$ cat src/rtl/irq_ctrl.sv
// Machine-mode interrupt controller: builds mip from the CLINT/external levels, gates it with
// mie/mstatus.MIE and sequences trap entry (mepc, mcause, mstatus, redirect) and mret return.
module irq_ctrl #(
    parameter int unsigned DATA_WIDTH  = 32,
    parameter bit          VECTORED_EN = 1'b1
) (
    input  logic                  clk_i,
    input  logic                  rst_i,
    input  logic                  timer_irq_i,
    input  logic                  software_irq_i,
    input  logic                  external_irq_i,
    input  logic [DATA_WIDTH-1:0] mstatus_i,
    input  logic [DATA_WIDTH-1:0] mie_i,
    input  logic [DATA_WIDTH-1:0] mtvec_i,
    input  logic [DATA_WIDTH-1:0] mepc_i,
    input  logic                  commit_valid_i,
    input  logic [DATA_WIDTH-1:0] commit_pc_i,
    input  logic                  stall_i,
    input  logic                  mret_i,
    output logic [DATA_WIDTH-1:0] mip_o,
    output logic                  flush_o,
    output logic                  csr_we_o,
    output logic [11:0]           csr_waddr_o,
    output logic [DATA_WIDTH-1:0] csr_wdata_o,
    output logic                  redirect_valid_o,
    output logic [DATA_WIDTH-1:0] redirect_pc_o,
    output logic                  busy_o
);

    localparam logic [2:0] IDLE      = 3'd0;
    localparam logic [2:0] T_MEPC    = 3'd1;
    localparam logic [2:0] T_MCAUSE  = 3'd2;
    localparam logic [2:0] T_MSTATUS = 3'd3;
    localparam logic [2:0] T_JUMP    = 3'd4;
    localparam logic [2:0] R_RET     = 3'd5;

    localparam logic [11:0] CSR_MSTATUS = 12'h300;
    localparam logic [11:0] CSR_MEPC    = 12'h341;
    localparam logic [11:0] CSR_MCAUSE  = 12'h342;

    logic [2:0]            state_q, state_d;
    logic [DATA_WIDTH-1:0] epc_q, epc_d;
    logic [3:0]            cause_q, cause_d;
    logic [DATA_WIDTH-1:0] mip_q, mip_d;

    logic                  flush_q, flush_d;
    logic                  we_q, we_d;
    logic [11:0]           waddr_q, waddr_d;
    logic [DATA_WIDTH-1:0] wdata_q, wdata_d;
    logic                  rv_q, rv_d;
    logic [DATA_WIDTH-1:0] rpc_q, rpc_d;

    logic [DATA_WIDTH-1:0] pend;
    logic                  take;
    logic                  do_mret;
    logic [3:0]            sel_cause;
    logic [DATA_WIDTH-1:0] trap_mstatus;
    logic [DATA_WIDTH-1:0] ret_mstatus;
    logic [DATA_WIDTH-1:0] mcause_val;
    logic [DATA_WIDTH-1:0] tvec_base;
    logic [DATA_WIDTH-1:0] tvec_off;

    always_comb begin
        mip_d     = '0;
        mip_d[3]  = software_irq_i;
        mip_d[7]  = timer_irq_i;
        mip_d[11] = external_irq_i;
    end

    assign pend    = mip_q & mie_i;
    assign take    = (state_q == IDLE) & mstatus_i[3] & (pend[11] | pend[3] | pend[7]) &
                     commit_valid_i & ~stall_i;
    assign do_mret = (state_q == IDLE) & mret_i & commit_valid_i & ~stall_i & ~take;

    // Fixed priority: external > software > timer.
    assign sel_cause = pend[11] ? 4'd11 : (pend[3] ? 4'd3 : 4'd7);

    always_comb begin
        state_d = state_q;
        epc_d   = epc_q;
        cause_d = cause_q;
        case (state_q)
            IDLE: begin
                if (take) begin
                    state_d = T_MEPC;
                    epc_d   = commit_pc_i;
                    cause_d = sel_cause;
                end else if (do_mret) begin
                    state_d = R_RET;
                end
            end
            T_MEPC:    state_d = T_MCAUSE;
            T_MCAUSE:  state_d = T_MSTATUS;
            T_MSTATUS: state_d = T_JUMP;
            T_JUMP:    state_d = IDLE;
            R_RET:     state_d = IDLE;
            default:   state_d = IDLE;
        endcase
    end

    always_comb begin
        trap_mstatus        = mstatus_i;
        trap_mstatus[7]     = mstatus_i[3];
        trap_mstatus[3]     = 1'b0;
        trap_mstatus[12:11] = 2'b11;

        ret_mstatus         = mstatus_i;
        ret_mstatus[3]      = mstatus_i[7];
        ret_mstatus[7]      = 1'b1;
        ret_mstatus[12:11]  = 2'b11;

        mcause_val               = '0;
        mcause_val[DATA_WIDTH-1] = 1'b1;
        mcause_val[3:0]          = cause_d;

        tvec_base = {mtvec_i[DATA_WIDTH-1:2], 2'b00};
        tvec_off  = (VECTORED_EN && (mtvec_i[1:0] == 2'b01)) ?
                    DATA_WIDTH'({cause_d, 2'b00}) : '0;
    end

    // Outputs are registered by decoding the state being entered.
    always_comb begin
        flush_d = 1'b0;
        we_d    = 1'b0;
        waddr_d = '0;
        wdata_d = '0;
        rv_d    = 1'b0;
        rpc_d   = '0;
        case (state_d)
            T_MEPC: begin
                flush_d = 1'b1;
                we_d    = 1'b1;
                waddr_d = CSR_MEPC;
                wdata_d = epc_d;
            end
            T_MCAUSE: begin
                we_d    = 1'b1;
                waddr_d = CSR_MCAUSE;
                wdata_d = mcause_val;
            end
            T_MSTATUS: begin
                we_d    = 1'b1;
                waddr_d = CSR_MSTATUS;
                wdata_d = trap_mstatus;
            end
            T_JUMP: begin
                rv_d  = 1'b1;
                rpc_d = tvec_base + tvec_off;
            end
            R_RET: begin
                flush_d = 1'b1;
                we_d    = 1'b1;
                waddr_d = CSR_MSTATUS;
                wdata_d = ret_mstatus;
                rv_d    = 1'b1;
                rpc_d   = mepc_i;
            end
            default: ;
        endcase
    end

    always_ff @(posedge clk_i or posedge rst_i) begin
        if (rst_i) begin
            state_q <= IDLE;
            epc_q   <= '0;
            cause_q <= '0;
            mip_q   <= '0;
            flush_q <= 1'b0;
            we_q    <= 1'b0;
            waddr_q <= '0;
            wdata_q <= '0;
            rv_q    <= 1'b0;
            rpc_q   <= '0;
        end else begin
            state_q <= state_d;
            epc_q   <= epc_d;
            cause_q <= cause_d;
            mip_q   <= mip_d;
            flush_q <= flush_d;
            we_q    <= we_d;
            waddr_q <= waddr_d;
            wdata_q <= wdata_d;
            rv_q    <= rv_d;
            rpc_q   <= rpc_d;
        end
    end

    assign mip_o            = mip_q;
    assign flush_o          = flush_q;
    assign csr_we_o         = we_q;
    assign csr_waddr_o      = waddr_q;
    assign csr_wdata_o      = wdata_q;
    assign redirect_valid_o = rv_q;
    assign redirect_pc_o    = rpc_q;
    assign busy_o           = (state_q != IDLE);

endmodule

$ cat config.mk
export PLATFORM = sky130hd
export DESIGN_NAME = irq_ctrl
export DESIGN_NICKNAME = d
export VERILOG_FILES = /design/src/rtl/irq_ctrl.sv
export SDC_FILE = /design/constraint.sdc
export NUM_CORES = 1
export LEC_CHECK = 0
export BUFFER_PORTS_ARGS = -buffer_cell sky130_fd_sc_hd__buf_2
export CAP_MARGIN = 20
export CORE_MARGIN = 5
export CORE_UTILIZATION = 40
export CTS_CLUSTER_SIZE = 20
export DETAILED_ROUTE_END_ITERATION = 7
export MAX_ROUTING_LAYER = met4
export PLACE_DENSITY = 0.84
export SYNTH_ARGS = -nofsm -noshare
export SYNTH_HDL_FRONTEND = slang
export SYNTH_SLANG_ARGS = --single-unit
export TNS_END_PERCENT = 30
$ cat constraint.sdc
create_clock -name clk_i -period 8.3 [get_ports clk_i]
set_input_delay 0.415 -clock clk_i [delete_from_list [all_inputs] [get_ports clk_i]]
set_output_delay 0.415 -clock clk_i [all_outputs]
set_load 0.05 [all_outputs]
---- After elaboration in Yosys (flattened, before gate mapping) ----
Cells that the tools add are included.
W data, S select, Z words.
operators by class
  equal/unequal tests ..................... 9
  $add $sub $neg .......................... 1
  bitwise gates (word level) .............. 13
  muxes and demuxes ....................... 16
  reductions and logical operators ........ 6
operators with widths
  kind                  number
  $pmux W32 S4          1
  $mux W32              2
  $pmux W32 S2          1
  $add A32 B6 Y32       1
  $pmux W10 S3          1
  $and A12 B12 Y12      1
  $eq A3 B2 Y1 const B  4
  $mux W4               3
  $pmux W3 S4           1
  $mux W3               3
  $and A1 B1 Y1         8
  $eq A3 B1 Y1 const B  2
  $eq A3 B3 Y1 const B  2
  $mux W6               1
  $reduce_or A2 Y1      3
  $reduce_or A4 Y1      1
  $logic_not A3 Y1      1
  $mux W1               3
  $reduce_bool A3 Y1    1
  $eq A2 B1 Y1 const B  1
  $not A1 Y1            2
  $or A1 B1 Y1          2
word-level totals
  word-level logic and storage cells ...... 55
  flip-flop bits (word level) ............. 121
  output and inout port bits .............. 112

---- Longest topological paths before layout ----
  word-level depth ........................ 14
  mapped depth ............................ 18

---- Worst setup path before layout ----
OpenSTA, ideal clock, no wires.
  path kind ............................... reg-to-reg
  start point ............................. reg mip_q[11] (netlist: mip_o[11])
  end point ............................... reg rpc_q[14] (netlist: redirect_pc_o[14])
  buffers on the path ..................... 3
  slack ................................... 5,046 ps
  data arrival time ....................... 3,120 ps
  required time ........................... 8,165 ps
  stages on the path, launching flop included .. 17
  path through ............................ dfrtp_1 > a222oi_1 > nand2b_1 > buf_2 > clkinv_2 > buf_2 > nor2_1 > nor2_1 > ha_1 > inv_1 > fa_1 > nand2b_1 > o2bb2ai_1 > clkbuf_1 > nor4b_1 > xnor2_1 > o21ai_0
between the ends
  word-level cells in the longest chain between the ends .. 13
ends and longest elaborated chain
  item                                                      line  text
  start, declared                                           44    logic [DATA_WIDTH-1:0] mip_q, mip_d;
  start signal, assigned                                    178   mip_q <= mip_d;
  $and A12 B12 Y12 (*)                                      70    assign pend = mip_q & mie_i;
  branches (longest 11 deep; another with $add A32 B6 Y32)  -
  $pmux W32 S2 (*)                                          129   case (state_d)
  via rpc_d[14]                                             51    logic [DATA_WIDTH-1:0] rpc_q, rpc_d;
  end signal, assigned                                      184   rpc_q <= rpc_d;
  end, declared                                             51
Mark *: on every way through the listed nets, which the timed path passes.

---- Final worst setup path ----
  start point ............................. reg state_q[1]
  end point ............................... reg rpc_q[30] (netlist: redirect_pc_o[30])
between the ends
  word-level cells in the longest chain between the ends .. 12
ends and longest elaborated chain
  item                                                      line  text
  start, declared                                           41    logic [2:0] state_q, state_d;
  start signal, assigned                                    175   state_q <= state_d;
  branches (longest 11 deep; another with $add A32 B6 Y32)  -
  $pmux W32 S2 (*)                                          129
  via rpc_d[30]                                             51
Marks and branches as above.

==> results by group <==
Route
  • Routed WL per cell: 17.2 um
  • Drt pass-1 iters: 4
  • Vias: 3600
  • # DRC: 0
  • Iter 0 DRT Violations: 279
  • Via density per instance: 4.97
  • Final ANT Viol Nets: 0
  • Total Wirelength: 12500 um

Power
  • Lkg Pwr: 2.77 nW
  • Max IR drop VDD: 0.159 mV
  • Total power: 1.65 mW
  • Power per Cell Area: 317 nW/um^2

STA
  • Maximum clock frequency: 0.257 GHz
  • Worst slew pin tran: 0.961 ns
  • Hold Violations, Final: 0
  • Setup WS post-layout: 4.40 ns
  • Final setup violation count: 0
  • Max-slew headroom: 0.360
  • RSZ-0062 raised after global routing: no
  • Min Tclk post-route: 3.90 ns
  • Fin Clk Skew: 0.0118 ns
  • Slew Limit Fails: 0
  • Fin Setup TNS: 0 ns
  • Final Cycle Share: 0.469

Global route
  • Pin count of the biggest net entering global routing: 81
  • GRT Util Overall: 0.199
  • Aggregate global routing overflow: 0
  • Antenna violations before repair: 3
  • Global-route wire length before repair: 17600 um
  • Vias in the first global route: 3543

Logic synthesis
  • Sequential area share after synthesis: 0.503
  • YS warnings: 0
  • Most common cell in the netlist: dfrtp_1
  • Top FF cell, synth: dfrtp_1
  • Ys async rst share: 1.00
  • Top post-synthesis cells by count: dfrtp_1, nand2_1, buf_4
  • Mapped Cells: 382
  • Syn_area_per_cell: 10.4 sq um
  • Unique masters post-synth: 51
  • Share of the synthesized area in the top cell type: 0.503
  • Synth Cell Area: 3980 sq um
  • Synth Register Bits: 80
  • Number of synthesized flops with an enable pin: 0
  • Leading area contributor after synthesis: dfrtp_1
  • Area contributors post-synth: dfrtp_1, buf_4, a22o_1, xnor2_1, nand2_1

Setup path
  • Worst R2R Setup Slack: 4.40 ns
  • Crit-path cells: nand4bb_4 > nor3_4 > nand2b_1 > clkinv_2 > nor2_1 > nor2_1 > ha_1 > inv_1 > fa_1 > nand2b_1 > o2bb2ai_1 > buf_4 > nor3_1 > mux2i_1 > nand3_1
  • Worst r2r src: state_q[1]$_DFF_PP0_
  • Worst Setup End Kind: flip-flop
  • Reg2Reg Capture Point: redirect_pc_o[30]$_DFF_PP0_
  • Crit path DAT: 4.14 ns
  • CP max stage cell: dfrtp_1
  • Worst Path Required: 8.55 ns
  • Critical path class: flip-flop to flip-flop
  • CP peak stage delay: 0.50 ns
  • Crit start category: flip-flop
  • Worst R2R Path Depth: 15
  • Worst-path fanout max: 38

Final layout
  • Layout Utilization: 0.534
  • Fin nets: 756
  • Layout cells sized above 1: 0.415
  • Syn-to-layout area delta: 30.6%
  • Cell Count, Final, Fillers Out: 725

Floorplanning
  • Die area: 12000 sq um
  • Initial core utilization: 0.409
  • Die X: 110 um
  • Core area: 9730 sq um
  • Rows: 36
  • Die Height: 110 um
  • Io pins: 280

Clock tree
  • Hold_buf cts: 0
  • Clock sink count: 80
  • Setup Fix Bufs, Post-CTS: 0
  • Max H-tree Level: 3
  • CTS tree: done
  • Reg clk slew, reported paths: 0.09 ns
  • Clk_lat worst skew: 0.36 ns
  • Post-CTS sizing: 0
  • Max Root-Sink Buffers: 2
  • Clock root buffer: clkbuf_8
  • CTS buffer count: 9

Run
  • Max_cap viols: 0

Placement
  • Placed Instances: 704
  • Setup slack after placement: 4.46 ns
  • PortBufs: 212
  • Post-DP HPWL: 9540 um
  • GP Congestion: 0.863

Hold path
  • Worst Hold Class: input pin to async pin

Status
  • Status: completed
[critical path: cells and delay by family, from the launching register on]
kind / cells / cell delay (ns)
compound gates: 1 / 0.14
fa+ha+maj: 2 / 0.60
buf+inv: 3 / 0.67
flops: 1 / 0.50
mux: 1 / 0.25
simple gates: 8 / 1.63
[final cells by class]
cell class,count,area [sq um]
Timing Repair Buffer,218,1130
Clock buffer,10,128
Multi-Input combinational cell,264,1660
Tap cell,133,166
Antenna cell,4,10.0
Sequential cell,80,2000
Inverter,10,40.0
Fill cell,862,4530
Clock inverter,6,67.6
[power by group]
group	switching, mW	total, mW	internal [mW]
clock	0.151	0.291	0.141
combinational	0.621	0.815	0.194
sequential	0.0440	0.543	0.499
total	0.816	1.65	0.833
[layer usage]
| metal | wire, um | up-vias | track usage |
|---|---|---|---|
| met5 | 0 | - | - |
| met4 | 276 | 0 | 0.0962 |
| met3 | 1300 | 22 | 0.0511 |
| met2 | 6490 | 196 | 0.339 |
| met1 | 4430 | 1719 | 0.215 |
| li1 | - | 1663 | - |
[worst max-delay path by stage]
| stage | from | end | depth (start not counted) |
|---|---|---|---|
| 6_report | state_q[1]$_DFF_PP0_ | redirect_pc_o[30]$_DFF_PP0_ | 15 |
| 2_1_floorplan | mip_o[11]$_DFF_PP0_ | redirect_pc_o[14]$_DFF_PP0_ | 16 |
| 3_3_place_gp | state_q[1]$_DFF_PP0_ | redirect_pc_o[30]$_DFF_PP0_ | 13 |
| 3_5_place_dp | state_q[1]$_DFF_PP0_ | redirect_pc_o[30]$_DFF_PP0_ | 15 |
| 4_1_cts | state_q[1]$_DFF_PP0_ | redirect_pc_o[30]$_DFF_PP0_ | 15 |
| 5_1_grt | state_q[1]$_DFF_PP0_ | redirect_pc_o[30]$_DFF_PP0_ | 15 |
[sequential cells by signal, indices dropped and copies added (netlist names)]
name,cells
cause_q,4
csr_waddr_o,4
csr_wdata_o,32
flush_o,1
mip_o,3
redirect_pc_o,32
redirect_valid_o,1
state_q,3
[cells by family (layout without fill, tap and decap cells)]
kind of cell | after synthesis | in the layout | share of synthesized area
simple gates | 116 | 116 | 0.161
flops | 80 | 80 | 0.503
compound gates | 80 | 80 | 0.144
xor+xnor | 24 | 24 | 0.0528
fa+ha+maj | 5 | 5 | 0.0176
buf+inv | 73 | 244 | 0.113
other cells | 1 | 40 | 0.000942
mux | 3 | 3 | 0.00755
[through the flow]
stage	area, sq um	hold slack (ns)
2_1_floorplan	4110	0.422
3_3_place_gp	4970	0.457
3_5_place_dp	4970	0.467
4_1_cts	5160	0.145
5_1_grt	5200	0.0146
6_report	5200	0.0110
[cell usage in the layout (no fill, tap or decap), types with 5 or more instances in the layout]
master / instances
o21ai_0: 28
nor3b_1: 5
dfrtp_1: 80
nand3_1: 10
nor2_1: 13
buf_4: 5
nand2_1: 40
a21oi_1: 5
conb_1: 36
buf_2: 212
xnor2_1: 22
nand2b_1: 6
inv_1: 8
nor4_1: 10
a22o_1: 26
clkbuf_8: 9
No activity file was read; power rests on OpenSTA's default activity.
